$ cat config.mk
export PLATFORM = sky130hd
export DESIGN_NAME = ysyx_041461_lsu
export DESIGN_NICKNAME = d
export VERILOG_FILES = /design/src/rtl/ysyx_041461_lsu.sv
export SDC_FILE = /design/constraint.sdc
export NUM_CORES = 1
export LEC_CHECK = 0
export CAP_MARGIN = 20
export CORE_ASPECT_RATIO = 2
export CORE_MARGIN = 2
export CORE_UTILIZATION = 35
export CTS_BUF_LIST = sky130_fd_sc_hd__clkbuf_8
export DETAILED_ROUTE_END_ITERATION = 10
export PLACE_DENSITY_LB_ADDON = 0.1
export SLEW_MARGIN = 30
export SYNTH_ARGS = -nofsm -noshare
export SYNTH_HDL_FRONTEND = slang
export SYNTH_SLANG_ARGS = --single-unit
$ cat constraint.sdc
create_clock -name clk -period 9.73 [get_ports clk]
set_input_delay 2.919 -clock clk [delete_from_list [all_inputs] [get_ports clk]]
set_output_delay 2.919 -clock clk [all_outputs]
set_load 0.02 [all_outputs]
$ cat src/rtl/ysyx_041461_lsu.sv
// Load/store unit for the MEM stage: issues one doubleword bus access per
// memory op, lane-shifts store data, extends load data and reports traps.
// Optional feature: define YSYX_041461_LSU_MISALIGN_CHECK_EN to trap
// misaligned H/W/D accesses instead of issuing them.
module ysyx_041461_lsu #(
  parameter int unsigned TIMEOUT_CYCLES = 255
) (
  input  logic        clk,
  input  logic        rst,
  input  logic        lsu_valid_in,
  input  logic [3:0]  lsu_MEM_ctrl_in,
  input  logic [63:0] lsu_addr_in,
  input  logic [63:0] lsu_wdata_in,
  output logic        bus_req_valid,
  input  logic        bus_req_ready,
  output logic        bus_req_wen,
  output logic [63:0] bus_req_addr,
  output logic [63:0] bus_req_wdata,
  output logic [7:0]  bus_req_wmask,
  input  logic        bus_rsp_valid,
  input  logic [63:0] bus_rsp_rdata,
  output logic        lsu_stall,
  output logic        lsu_done,
  output logic [63:0] lsu_rdata,
  output logic [1:0]  lsu_trap
);

  localparam int unsigned CW = (TIMEOUT_CYCLES < 2) ? 1 : $clog2(TIMEOUT_CYCLES + 1);

  typedef enum logic [1:0] {S_IDLE, S_REQ, S_WAIT, S_DONE} state_t;
  typedef enum logic [3:0] {
    OP_NOP = 4'd0, OP_LB = 4'd1, OP_LH = 4'd2, OP_LW = 4'd3, OP_LD = 4'd4,
    OP_LBU = 4'd5, OP_LHU = 4'd6, OP_LWU = 4'd7,
    OP_SB = 4'd8, OP_SH = 4'd9, OP_SW = 4'd10, OP_SD = 4'd11
  } op_t;

  state_t        state;
  logic [3:0]    op_q;
  logic [2:0]    off_q;
  logic [CW-1:0] cnt;

  logic          in_load;
  logic          in_store;
  logic          accept;
  logic          misaligned;
  logic          timeout;
  logic [1:0]    in_size;
  logic [7:0]    in_mask;
  logic [63:0]   shifted;
  logic [63:0]   ld_data;

  // Decode the incoming op: class, access size and byte strobes.
  always_comb begin
    in_load  = (lsu_MEM_ctrl_in >= OP_LB) && (lsu_MEM_ctrl_in <= OP_LWU);
    in_store = (lsu_MEM_ctrl_in >= OP_SB) && (lsu_MEM_ctrl_in <= OP_SD);
    in_size  = 2'd0;
    case (lsu_MEM_ctrl_in)
      OP_LH, OP_LHU, OP_SH: in_size = 2'd1;
      OP_LW, OP_LWU, OP_SW: in_size = 2'd2;
      OP_LD, OP_SD:         in_size = 2'd3;
      default:              in_size = 2'd0;
    endcase
    case (in_size)
      2'd0:    in_mask = 8'h01;
      2'd1:    in_mask = 8'h03;
      2'd2:    in_mask = 8'h0F;
      default: in_mask = 8'hFF;
    endcase
    in_mask = in_mask << lsu_addr_in[2:0];
`ifdef YSYX_041461_LSU_MISALIGN_CHECK_EN
    case (in_size)
      2'd1:    misaligned = lsu_addr_in[0];
      2'd2:    misaligned = |lsu_addr_in[1:0];
      2'd3:    misaligned = |lsu_addr_in[2:0];
      default: misaligned = 1'b0;
    endcase
`else
    misaligned = 1'b0;
`endif
    accept  = (state == S_IDLE) && lsu_valid_in && (in_load || in_store);
    timeout = (cnt >= CW'(TIMEOUT_CYCLES - 1));
  end

  // Stall while an access is outstanding or being accepted; reset forces it low.
  always_comb begin
    lsu_stall = rst && ((state == S_REQ) || (state == S_WAIT) || accept);
  end

  // Align the response to the latched byte offset and extend per latched op.
  always_comb begin
    shifted = bus_rsp_rdata >> {off_q, 3'b000};
    case (op_q)
      OP_LB:   ld_data = {{56{shifted[7]}}, shifted[7:0]};
      OP_LH:   ld_data = {{48{shifted[15]}}, shifted[15:0]};
      OP_LW:   ld_data = {{32{shifted[31]}}, shifted[31:0]};
      OP_LD:   ld_data = shifted;
      OP_LBU:  ld_data = {56'd0, shifted[7:0]};
      OP_LHU:  ld_data = {48'd0, shifted[15:0]};
      OP_LWU:  ld_data = {32'd0, shifted[31:0]};
      default: ld_data = '0;
    endcase
  end

  // Access FSM with registered bus and completion outputs.
  always_ff @(posedge clk or negedge rst) begin
    if (!rst) begin
      state         <= S_IDLE;
      op_q          <= '0;
      off_q         <= '0;
      cnt           <= '0;
      bus_req_valid <= 1'b0;
      bus_req_wen   <= 1'b0;
      bus_req_addr  <= '0;
      bus_req_wdata <= '0;
      bus_req_wmask <= '0;
      lsu_done      <= 1'b0;
      lsu_rdata     <= '0;
      lsu_trap      <= 2'd0;
    end else begin
      case (state)
        S_IDLE: begin
          lsu_done <= 1'b0;
          if (accept) begin
            op_q          <= lsu_MEM_ctrl_in;
            off_q         <= lsu_addr_in[2:0];
            cnt           <= '0;
            bus_req_addr  <= {lsu_addr_in[63:3], 3'b000};
            bus_req_wen   <= in_store;
            bus_req_wdata <= in_store ? (lsu_wdata_in << {lsu_addr_in[2:0], 3'b000}) : '0;
            bus_req_wmask <= in_store ? in_mask : '0;
            if (misaligned) begin
              state     <= S_DONE;
              lsu_done  <= 1'b1;
              lsu_trap  <= 2'd1;
              lsu_rdata <= '0;
            end else begin
              state         <= S_REQ;
              bus_req_valid <= 1'b1;
            end
          end
        end
        S_REQ: begin
          cnt <= cnt + CW'(1);
          if (bus_req_ready) begin
            bus_req_valid <= 1'b0;
            state         <= S_WAIT;
          end else if (timeout) begin
            bus_req_valid <= 1'b0;
            state         <= S_DONE;
            lsu_done      <= 1'b1;
            lsu_trap      <= 2'd2;
            lsu_rdata     <= '0;
          end
        end
        S_WAIT: begin
          cnt <= cnt + CW'(1);
          if (bus_rsp_valid) begin
            state     <= S_DONE;
            lsu_done  <= 1'b1;
            lsu_trap  <= 2'd0;
            lsu_rdata <= bus_req_wen ? '0 : ld_data;
          end else if (timeout) begin
            state     <= S_DONE;
            lsu_done  <= 1'b1;
            lsu_trap  <= 2'd2;
            lsu_rdata <= '0;
          end
        end
        default: begin
          lsu_done <= 1'b0;
          state    <= S_IDLE;
        end
      endcase
    end
  end

endmodule

* Word-level counts from Yosys, hierarchy flattened
Memory sizes are Yosys's and may differ from the RTL's.
Index checks and enable logic that the tools add are counted.
** Storage, ports and cells
- Word-level logic and storage cells :: 82
- ROM bits :: 32
- Input port bits :: 201
- Output and inout bits :: 206
- Memories kept :: 1
- Flip-flop bits (word level) :: 219
** Cells by class
- Equality and inequality tests :: 14
- Reduce and logical (&&, ||, !) cells :: 18
- $add $sub $neg :: 1
- Shift operators :: 3
- Multiplexer cells :: 28
- Order comparisons :: 5
** Memories
- (name not given) :: words 16, width 2, rd ports 1, clocked after Yosys merged registers in 0, write ports 0, RTL line 57 : case (lsu_MEM_ctrl_in)
** Operators by type and width (number)
- 64-bit one-hot mux with 7 select lines :: 1
- 64-bit 2-to-1 mux :: 5
- 64-bit one-hot mux with 2 select lines :: 1
- 64-bit by 6-bit << shifter with 64-bit output :: 1
- 64-bit by 6-bit >> shifter with 64-bit output :: 1
- 8-bit one-hot mux with 3 select lines :: 1
- 4-bit by 3-bit equality test with 1-bit output, second input constant :: 4
- 8-bit 2-to-1 mux :: 2
- 8-bit one-hot mux with 2 select lines :: 1
- 2-bit 2-to-1 mux :: 7
- 8-bit by 1-bit adder with 8-bit output, second input constant :: 1
- 4-bit by 2-bit equality test with 1-bit output, second input constant :: 2
- 8-bit greater-or-equal comparator, second input constant :: 1
- 8-bit by 3-bit << shifter with 8-bit output :: 1
- 1-bit 2-to-1 mux :: 6
- 2-bit one-hot mux with 3 select lines :: 1
- 2-bit AND reduction :: 3
- 2-bit nonzero test :: 3
- 1-bit logical AND :: 5
- 2-bit by 1-bit equality test with 1-bit output, second input constant :: 2
- 2-bit equality test, second input constant :: 2
- 4-bit by 1-bit equality test with 1-bit output, second input constant :: 1
- 4-bit by 1-bit greater-or-equal comparator with 1-bit output, second input constant :: 1
- 4-bit greater-or-equal comparator, second input constant :: 1
- other kinds (10) :: 15

* Logic depth before layout (Yosys ltp)
Gate-level depths: netlist of the first run.
- Word-level depth :: 6
- Mapped depth :: 9
- Gate-level depth less buffers :: 8

* Worst setup path after synthesis of the first run
Ideal clock, no wire load.
- Kind :: input to output
- From :: in lsu_MEM_ctrl_in[0]
- To :: out lsu_stall
- Arrival :: 4.377 ns
- Path buffers :: 1
- Stages on the path :: 6
- Path slack :: 2.434 ns
- Cell sequence :: inv_1 > ha_1 > nor4b_1 > nor3_1 > clkbuf_1 > o21a_1
** Between the ends
- Word-level cells in the longest chain between the ends :: 6
- Elaborated cells between the ends (all ways) :: 10
- Those cells by class :: order compare: 4; reduce/logical: 6
** Ends and longest elaborated chain
- start, declared :: RTL line 11 : input logic [3:0] lsu_MEM_ctrl_in,
- 4-bit by 1-bit greater-or-equal comparator with 1-bit output (tied with other cells) :: RTL line 54 : in_load = (lsu_MEM_ctrl_in >= OP_LB) && (lsu_MEM_ctrl_in <= OP_LWU);
- 1-bit logical AND (on tied branches) :: RTL line 54, 55
- 1-bit logical OR * :: RTL line 80 : accept = (state == S_IDLE) && lsu_valid_in && (in_load || in_store);
- 1-bit logical AND * :: RTL line 80
- 1-bit logical OR * :: RTL line 86 : lsu_stall = rst && ((state == S_REQ) || (state == S_WAIT) || accept);
- 1-bit logical AND * :: RTL line 86
- end, declared :: RTL line 22 : output logic lsu_stall,
Mark *: on every way between the ends. The rest lies on a longest branch, timed or not.

* Worst setup path after layout of the first run
- From :: in lsu_MEM_ctrl_in[1]
- To :: out lsu_stall
Same word-level chain as after synthesis.

==> metrics, run 1 <==
status=finished, final reports clean; PortBufs=403; buffer count from post-CTS setup fixing=0; multi-input logic area=0.006027 mm2; Max-Cap Viols=0; Avg Cell Area, Syn=9.278 um2; Clk Latency, worst-skew pair=0.56 ns; first-pass GRT wire length=70220 um; post-layout net count=1861; CP max-delay cell=clkdlybuf4s50_1; hpwl dp=34050 um; die area=0.03578 mm2; Clock Path Buffers=3; pwr/cell area=277.6 mW/mm2; Post-Route M1 WL=16100 um; routed wire length=46450 um; Fill cells=3168; Async S/R FF share, synth=1.000; pre-CTS setup slack=1.557 ns; worst setup margin=1.564 ns; P_leak=0.007825 uW; metal3 WL=2734 um; Primary FF master, synth=dfrtp_1; Layout Utilization=0.5083; # DRC=0; Gate Count Post-Synth=1290; Avg Vias per Cell=5.353; switch share=0.4211; Comb pwr share=0.497; Num CTS Buffers=37; CP most frequent cell=clkdlybuf4s50_1; register area share after synthesis=0.4579; worst vdd ir=0.0001316 V; First-pass DRT Iterations=5; post-route insts no fill=2112; total grt overflow=0; Antenna Nets Post-Route=0; CP startpoint=lsu_MEM_ctrl_in[1]; hold crit path type=reg -> reg; Final min period=8.166 ns; hold_buf cts=0; type of the worst setup path=in -> out; CTS tree=done; layout cell share with drive strength beyond 1=0.08428; clk root buf=clkbuf_8; synthesis-to-finish area growth=42.85%; Rel. slew slack=0.3366; initial antenna violation count=3; Die Wd=134.8 um; post-synth cell types=57; Max FO, Critical Path=5; Int Pwr=2747 uW; CP Data Required Time=6.81 ns; max layer used=met4; Hold WS=0.4701 ns; register area=0.005487 mm2; Layout Skew=0.03481 ns; critical path's top delay family=buffers and inverters; reg2reg start=off_q[0]; Post-CTS Resized=0; core area=0.03364 mm2; Worst-path clk slew=0.06 ns; row count=95; worst slew pin tran=0.9847 ns; Post-Syn Area=0.01197 mm2; Worst path max stage delay=0.60 ns; Final Wtd Congestion=0.8467; met2 wire len=25020 um; crit end category=output pin; drt wl/cell=21.99 um; final period utilization=0.8393; Final Hold Fails=0; Worst Min Path Start=bus_req_addr[43]; max-slew violations=0; final setup vio count=0; Vias=11306; Flop pwr share=0.307; die height=265.5 um; CP arrival=5.25 ns; yosys warns=0; drt initial violations=654; NetSw=1999 uW; FF+latch count, synth=219; EDFF count, synth=0; GRT Total Usage=0.2560; WP buf/inv=3; RSZ-0062 raised after global routing=false; Starting Density=0.3558; startpoint class of the critical path=primary input; pin count of the biggest net entering global routing=149; proportion of power drawn by the clock network=0.196; CTS Sinks=219; Fmax=0.1225 GHz; TNS Setup=0 ns; IO Pins=407; critical path cell sequence=clkdlybuf4s50_1 -> inv_1 -> ha_1 -> nor4b_1 -> nor3_2 -> o21a_1 -> clkdlybuf4s50_1; Placed Cells=2046; H-tree levels=2; number of global-route vias before repair=11794
==> synth_stat cells (all sizes together), types with 2 or more instances <==
cell,n,area share
nor4,3,0.0031
and3,2,0.0010
nand2,320,0.10
nor2b,14,0.0073
or4,2,0.0016
a31oi,7,0.0037
o22ai,13,0.0068
a211oi,43,0.027
mux4,16,0.030
o21a,2,0.0013
clkbuf,61,0.019
mux2,29,0.028
ha,11,0.011
a21o,40,0.025
buf,39,0.018
nand2b,10,0.0052
and2,11,0.0057
nand3,11,0.0046
o31ai,4,0.0025
o211ai,4,0.0025
nor3,6,0.0025
nor2,57,0.019
a21oi,83,0.035
or3,5,0.0030
inv,15,0.0047
dfrtp,219,0.46
a22o,42,0.031
or2,2,0.0010
mux2i,79,0.066
o2bb2ai,8,0.0059
a211o,15,0.011
a221o,8,0.0067
a22oi,13,0.0082
o21ai,79,0.033
a32oi,4,0.0029
==> registers in the layout (all words and copies together), names as in the netlist <==
| name | count |
|---|---|
| bus_req_wdata | 64 |
| off_q | 3 |
| bus_req_wen | 1 |
| op_q | 4 |
| lsu_rdata | 64 |
| bus_req_valid | 1 |
| cnt | 8 |
| bus_req_addr | 61 |
| lsu_trap | 2 |
| state | 2 |
| lsu_done | 1 |
| bus_req_wmask | 8 |
==> power groups by stage <==
stage	Sequential, uW	Combinational (uW)	Clock, uW
2_1_floorplan	1760	989	0
3_3_place_gp	1460	2360	0
3_5_place_dp	1460	2370	0
4_1_cts	1460	2380	963
6_report	1460	2360	929
5_1_grt	1500	2530	1000
==> worst paths after layout <==
check                                   end  slack (ns)  cells after the start
setup / recovery                  lsu_stall        1.56                      7
hold / removal             bus_req_addr[43]        0.47                      2
setup reg to reg              lsu_rdata[61]        6.66                      7
min in group asynchronous      lsu_rdata[5]        2.35                      1
max in group asynchronous          off_q[1]        6.04                      2
hold reg to reg            bus_req_addr[43]        0.47                      2
==> cell type report <==
class,count,share of cell area
Multi-Input combinational cell,957,0.3525
Sequential cell,219,0.3209
Timing Repair Buffer,418,0.2431
Clock buffer,47,0.03783
Tap cell,436,0.03191
Clock inverter,16,0.009806
Inverter,16,0.003513
Antenna cell,3,0.0004391
==> kinds of logic (layout without fill, tap and decap cells) <==
| kind of cell | Yosys count | count (layout) | synth area share |
|---|---|---|---|
| fa+ha+maj | 11 | 11 | 0.01150 |
| compound gates | 371 | 371 | 0.2073 |
| mux | 124 | 124 | 0.1238 |
| other cells | 1 | 6 | 0.0003133 |
| buf+inv | 116 | 497 | 0.04171 |
| xor+xnor | 2 | 2 | 0.001464 |
| flops | 219 | 219 | 0.4579 |
| simple gates | 446 | 446 | 0.1561 |
==> layer usage <==
| layer | vias up | track usage |
|---|---|---|
| met4 | 0 | 0.1391 |
| met1 | 5508 | 0.2644 |
| li1 | 5288 | - |
| met3 | 104 | 0.05489 |
| met2 | 406 | 0.4722 |
| met5 | - | 0 |
==> cells in the final DEF, fill, tap and decap left out, drive strengths merged, types with 6 or more instances in the layout <==
master,n
clkdlybuf4s50,400
nor2b,14
nand2,320
a21o,40
a21oi,83
a211o,15
mux4,16
nor2,57
dfrtp,219
o21ai,79
and2,11
ha,11
nand3,11
o2bb2ai,8
nor3,6
a22o,42
a31oi,7
nand2b,10
clkinv,9
clkbuf,47
a221o,8
a22oi,13
a211oi,43
mux2i,79
inv,18
buf,18
o22ai,13
mux2,29
==> stage by stage <==
stage	power, uW	area (um2)
finish	4746	17100
global placement	3817	16260
CTS	4796	17080
detailed placement	3836	16260
global route	5032	17100
floorplan	2750	11980
==> worst min-delay path: cells and delay by family (launching register included) <==
kind	cells	cell delay, ns
DFF	1	0.34
and+or+nand+nor	2	0.10
No activity file was read; power rests on OpenSTA's default activity.
==> inputs of run 2 (changes only) <==
==> constraint.sdc (replaced) <==
create_clock -name clk -period 8.05 [get_ports clk]
set_input_delay 2.415 -clock clk [delete_from_list [all_inputs] [get_ports clk]]
set_output_delay 2.415 -clock clk [all_outputs]
set_load 0.02 [all_outputs]
==> metrics, run 2 (synthesis gave the netlist of run 1 again) <==
number of global-route vias before repair=11758 (-0.31%); Num CTS Buffers=37 (unchanged); instance count on the critical path=7 (unchanged); First-pass DRT Iterations=5 (unchanged); most common cell after layout, fill and taps aside=clkdlybuf4s50_1; CP most frequent cell=clkdlybuf4s50_1; Crit Reg-Reg Endpoint=lsu_rdata[37]; Max FO, Critical Path=5 (unchanged); Antenna Nets Post-Route=0 (unchanged); clk root buf=clkbuf_8; die height=265.5 um (unchanged); hpwl dp=33830 um (-0.67%); CP startpoint=lsu_MEM_ctrl_in[1]; Fill cells=3189 (+0.66%); Final Hold Fails=0 (unchanged); total grt overflow=0 (unchanged); Vias=11251 (-0.49%); critical path cell sequence=clkdlybuf4s50_1 -> inv_1 -> ha_1 -> nor4b_1 -> nor3_2 -> o21a_1 -> clkdlybuf4s50_1; IO Pins=407 (unchanged); CTS tree=done; die area=0.03578 mm2 (unchanged); Fmax=0.1385 GHz; post-route insts no fill=2114 (+0.095%); layout cell share with drive strength beyond 1=0.08060 (-0.003683); crit end category=output pin; hold_buf cts=0 (unchanged); commonest cells after routing, fill and taps aside=clkdlybuf4s50_1 (400), nand2_1 (320), dfrtp_1 (216); critical path endpoint=lsu_stall; Starting Density=0.3558 (unchanged); initial antenna violation count=3 (unchanged); GRT Total Usage=0.2541 (-0.001834); worst reg2reg setup slack=4.94 ns (-1.72 ns); max-slew violations=0 (unchanged); final period utilization=0.8972; reg2reg start=off_q[0]; startpoint class of the critical path=primary input; worst r2r path cells=7 (unchanged); type of the worst setup path=in -> out; post-layout net count=1863 (+0.11%); worst slew pin tran=0.9861 ns (+0.001411 ns); H-tree levels=2 (unchanged); RSZ-0062 raised after global routing=false; # DRC=0 (unchanged); pin count of the biggest net entering global routing=154 (+3.4%); Worst-path clk slew=0.07 ns (about the same); drt initial violations=494 (-24%); TNS Setup=0 ns (unchanged); Avg Vias per Cell=5.322 (-0.58%); CP arrival=4.81 ns (-0.44 ns); routed wire length=46150 um (-0.64%); Final min period=7.222 ns; Clock Path Buffers=3 (unchanged); hold crit path type=reg -> reg; buffer count from post-CTS setup fixing=0 (unchanged); Die Wd=134.8 um (unchanged); Layout Skew=0.01141 ns (-0.02339 ns); drt wl/cell=21.83 um (-0.74%); synthesis-to-finish area growth=42.68%; Post-CTS Resized=0 (unchanged); final setup vio count=0 (unchanged); WP buf/inv=3 (unchanged); multi-input logic area=0.006027 mm2 (unchanged); register area=0.005487 mm2 (unchanged); Rel. slew slack=0.3375 (+0.0009390); PortBufs=403 (unchanged); P_leak=0.007841 uW (+0.20%); Max-Cap Viols=0 (unchanged); Final Wtd Congestion=0.8669 (+2.4%); core area=0.03364 mm2 (unchanged); Clk Latency, worst-skew pair=0.54 ns (-0.02 ns); pwr/cell area=331.1 mW/mm2 (+19%); row count=95 (unchanged); CP max-delay cell=clkdlybuf4s50_1; Placed Cells=2047 (+0.049%); worst vdd ir=0.0001793 V (+36%); critical path's top delay family=buffers and inverters; status=finished, final reports clean; CTS Sinks=219 (unchanged); largest registers=bus_req_wdata: 64 flops, lsu_rdata: 64 flops, bus_req_addr: 61 flops; first-pass GRT wire length=69950 um (-0.39%); CP Data Required Time=5.64 ns (-1.17 ns); Worst path max stage delay=0.63 ns (+0.03 ns)
[run 2: changes by cell type in the layout (fill, tap and decap cells not counted), sizes merged]
cell      before  now
clkbuf        47   49
clkinvlp       2    1
clkinv         9    3
buf           18   20
inv           18   25
bufinv         3    1
[run 2: final cells by class]
type / count / area share
clock buffers: 49 / 0.03949
clock inverters: 14 / 0.004982
multi-input cells: 957 / 0.3529
inverters: 16 / 0.003517
well taps: 436 / 0.03194
diodes: 3 / 0.0004396
repair buffers: 420 / 0.2454
flip-flops and latches: 219 / 0.3213
[run 2: worst min path at each step]
stage	from	endpoint	slack [ns]	cells after the start
after floorplan	state[0]	state[0]	0.50	2
after global placement	bus_req_wdata[36]	bus_req_wdata[36]	0.46	2
after detailed placement	bus_req_wdata[37]	bus_req_wdata[37]	0.46	2
after CTS	bus_req_wdata[37]	bus_req_wdata[37]	0.47	2
after global routing	lsu_rdata[56]	lsu_rdata[56]	0.48	1
final	bus_req_addr[43]	bus_req_addr[43]	0.47	2
[run 2: worst register-to-register path: cells and delay by family, from the launching register on]
family,cells,cell delay (ns)
buf+inv,2,1.21
compound gates,4,1.12
flops,1,0.34
simple gates,1,0.33
[run 2: routing by layer]
| layer | up-vias | GRT usage | part of all wire |
|---|---|---|---|
| met2 | 379 | 0.4811 | 0.55 |
| met1 | 5490 | 0.2675 | 0.35 |
| met5 | - | 0 | 0 |
| li1 | 5291 | - | - |
| met3 | 91 | 0.04174 | 0.050 |
| met4 | 0 | 0.1201 | 0.048 |
[run 2: per-stage QoR]
step | utilization | cell area [um2] | hold WS, ns | setup WS (ns) | power [uW]
finish | 0.5077 | 17080 | 0.4727 | 0.8276 | 5654
global placement | 0.4836 | 16270 | 0.4560 | 0.9332 | 4612
floorplan | - | 11980 | 0.4999 | 1.762 | 3324
detailed placement | 0.4837 | 16270 | 0.4602 | 0.8657 | 4631
global route | 0.5077 | 17080 | 0.4808 | 0.6869 | 6002
CTS | 0.5063 | 17030 | 0.4734 | 0.8565 | 5716
[run 2: power by group]
group          switching (uW)  total (uW)  leakage, uW  internal (uW)
clock                     475        1050     0.000428            573
combinational            1620        2840      0.00451           1220
sequential                290        1770      0.00290           1480
total                    2380        5650      0.00784           3270
==> inputs of run 3 (changes only) <==
--- a/config.mk
+++ b/config.mk
@@ -7,8 +7,8 @@
 export LEC_CHECK = 0
 export CAP_MARGIN = 20
 export CORE_ASPECT_RATIO = 2
-export CORE_MARGIN = 2
-export CORE_UTILIZATION = 35
+export CORE_MARGIN = 4
+export CORE_UTILIZATION = 48
 export CTS_BUF_LIST = sky130_fd_sc_hd__clkbuf_8
 export DETAILED_ROUTE_END_ITERATION = 10
 export PLACE_DENSITY_LB_ADDON = 0.1
==> metrics, run 3 (synthesis gave the netlist of run 1 again) <==
total grt overflow=0 (unchanged); final period utilization=0.8864 (-0.01075); max-slew violations=0 (unchanged); worst reg2reg setup slack=4.99 ns (+0.05 ns); Antenna diodes=0 (-3); Max FO, Critical Path=5 (unchanged); initial antenna violation count=0 (-3); Fmax=0.1401 GHz (+1.2%); CP arrival=4.72 ns (-0.09 ns); final setup vio count=0 (unchanged); PortBufs=403 (unchanged); Final min period=7.136 ns (-0.08657 ns); core area=0.02453 mm2 (-27%); Hold WS=0.4711 ns (-0.001555 ns); Max-Cap Viols=0 (unchanged); IO Pins=407 (unchanged); Num CTS Buffers=35 (-5.4%); synthesis-to-finish area growth=41.64%; # DRC=0 (unchanged); Antenna Nets Post-Route=0 (unchanged); Crit Reg-Reg Endpoint=lsu_rdata[49]; Post-CTS Resized=0 (unchanged); first-pass GRT wire length=66080 um (-5.5%); hpwl dp=32320 um (-4.4%); hold path depth=2 (unchanged); die area=0.02768 mm2 (-23%); TNS Setup=0 ns (unchanged); type of the worst setup path=in -> out; P_leak=0.007853 uW (+0.15%); drt wl/cell=21.71 um (-0.54%); drt initial violations=777 (+57%); CTS tree=done; Placed Cells=1946 (-4.9%); most common cell after layout, fill and taps aside=clkdlybuf4s50_1; routed wire length=43590 um (-5.5%); commonest cells after routing, fill and taps aside=clkdlybuf4s50_1 (400), nand2_1 (320), dfrtp_1 (217); hold worst-path end=bus_req_wdata[36]; Worst Min Path Start=bus_req_wdata[36]; Starting Density=0.4880 (+0.1322); CP Data Required Time=5.64 ns (about the same); H-tree levels=2 (unchanged); Worst-path clk slew=0.06 ns (about the same); largest registers=bus_req_wdata: 64 flops, lsu_rdata: 64 flops, bus_req_addr: 61 flops; buffer count from post-CTS setup fixing=0 (unchanged); Final Wtd Congestion=0.9819 (+13%); die height=231.3 um (-13%); GRT Total Usage=0.3046 (+0.05047); hold crit path type=reg -> reg; clk root buf=clkbuf_8; crit end category=output pin; row count=81 (-15%); post-layout net count=1863 (unchanged); startpoint class of the critical path=primary input; post-route insts no fill=2008 (-5.0%); Clk Latency, worst-skew pair=0.53 ns (about the same); pin count of the biggest net entering global routing=77 (-50%); Vias=11600 (+3.1%); worst slew pin tran=1.002 ns (+0.01570 ns); Final Hold Fails=0 (unchanged); Die Wd=119.7 um (-11%); number of global-route vias before repair=11812 (+0.46%); hold_buf cts=0 (unchanged); pwr/cell area=336.7 mW/mm2 (+1.7%); CTS Sinks=219 (unchanged); worst vdd ir=0.0001915 V (+6.8%); Clock Path Buffers=3 (unchanged); layout cell share with drive strength beyond 1=0.08234 (+0.001742); Fill cells=2029 (-36%); worst setup margin=0.9142 ns (+0.08657 ns); RSZ-0062 raised after global routing=false; reg2reg start=off_q[0]; worst r2r path cells=7 (unchanged); First-pass DRT Iterations=5 (unchanged); status=finished, final reports clean; Rel. slew slack=0.3296 (-0.007877); pre-CTS setup slack=0.9482 ns (+0.08246 ns); Layout Skew=0.01690 ns (+0.005491 ns); Avg Vias per Cell=5.777 (+8.5%); Tot Pwr=5707 uW (+0.94%)
-- run 3: changes by cell type in the layout (fill, tap and decap cells not counted), sizes merged --
cell / delta
inv: -3
clkinvlp: -1
buf: +2
diode: -3
bufinv: +3
clkinv: +4
clkbuf: -4
-- run 3: power breakdown --
group / switching [uW] / leakage [uW] / internal, uW / total (uW)
combinational: 1670 / 0.00451 / 1220 / 2880
sequential: 248 / 0.00290 / 1480 / 1730
clock: 465 / 0.000442 / 635 / 1100
total: 2380 / 0.00785 / 3330 / 5710
-- run 3: worst max-delay path: stages --
cell and delay, ns:
clkdlybuf4s50_1 0.57, inv_1 0.10, ha_1 0.20, nor4b_1 0.60, nor3_2 0.11, o21a_1 0.19, clkdlybuf4s50_1 0.53
-- run 3: final cells by class --
cell class / instances / area [um2] / share of cell area
multi-input combinational: 957 / 6013 / 0.3547
sequential: 219 / 5483 / 0.3234
timing repair buffer: 422 / 4178 / 0.2464
clock buffer: 45 / 619.3 / 0.03653
tap: 332 / 415.4 / 0.02450
clock inverter: 17 / 183.9 / 0.01085
inverter: 16 / 60.06 / 0.003543
-- run 3: worst max-delay path by stage --
stage                                  start  cells past startpoint        end  slack [ns]
after floorplan           lsu_MEM_ctrl_in[0]                      6  lsu_stall        1.76
after global placement    lsu_MEM_ctrl_in[1]                      7  lsu_stall        1.06
after detailed placement  lsu_MEM_ctrl_in[1]                      7  lsu_stall        0.95
after CTS                 lsu_MEM_ctrl_in[1]                      7  lsu_stall        0.94
after global routing      lsu_MEM_ctrl_in[1]                      7  lsu_stall        0.82
final                     lsu_MEM_ctrl_in[1]                      7  lsu_stall        0.91
-- run 3: routing by layer --
metal / track usage / share of wire / vias to the layer above
met5: 0 / 0 / -
met4: 0.1829 / 0.068 / 0
met2: 0.5404 / 0.52 / 550
li1: - / - / 5291
met3: 0.07497 / 0.078 / 139
met1: 0.3229 / 0.34 / 5620
-- run 3: metrics by stage --
step | instance area (um2) | utilization
after floorplan | 11980 | -
after global placement | 16140 | 0.6581
after detailed placement | 16150 | 0.6583
after CTS | 16950 | 0.6911
after global routing | 16950 | 0.6912
final | 16950 | 0.6912
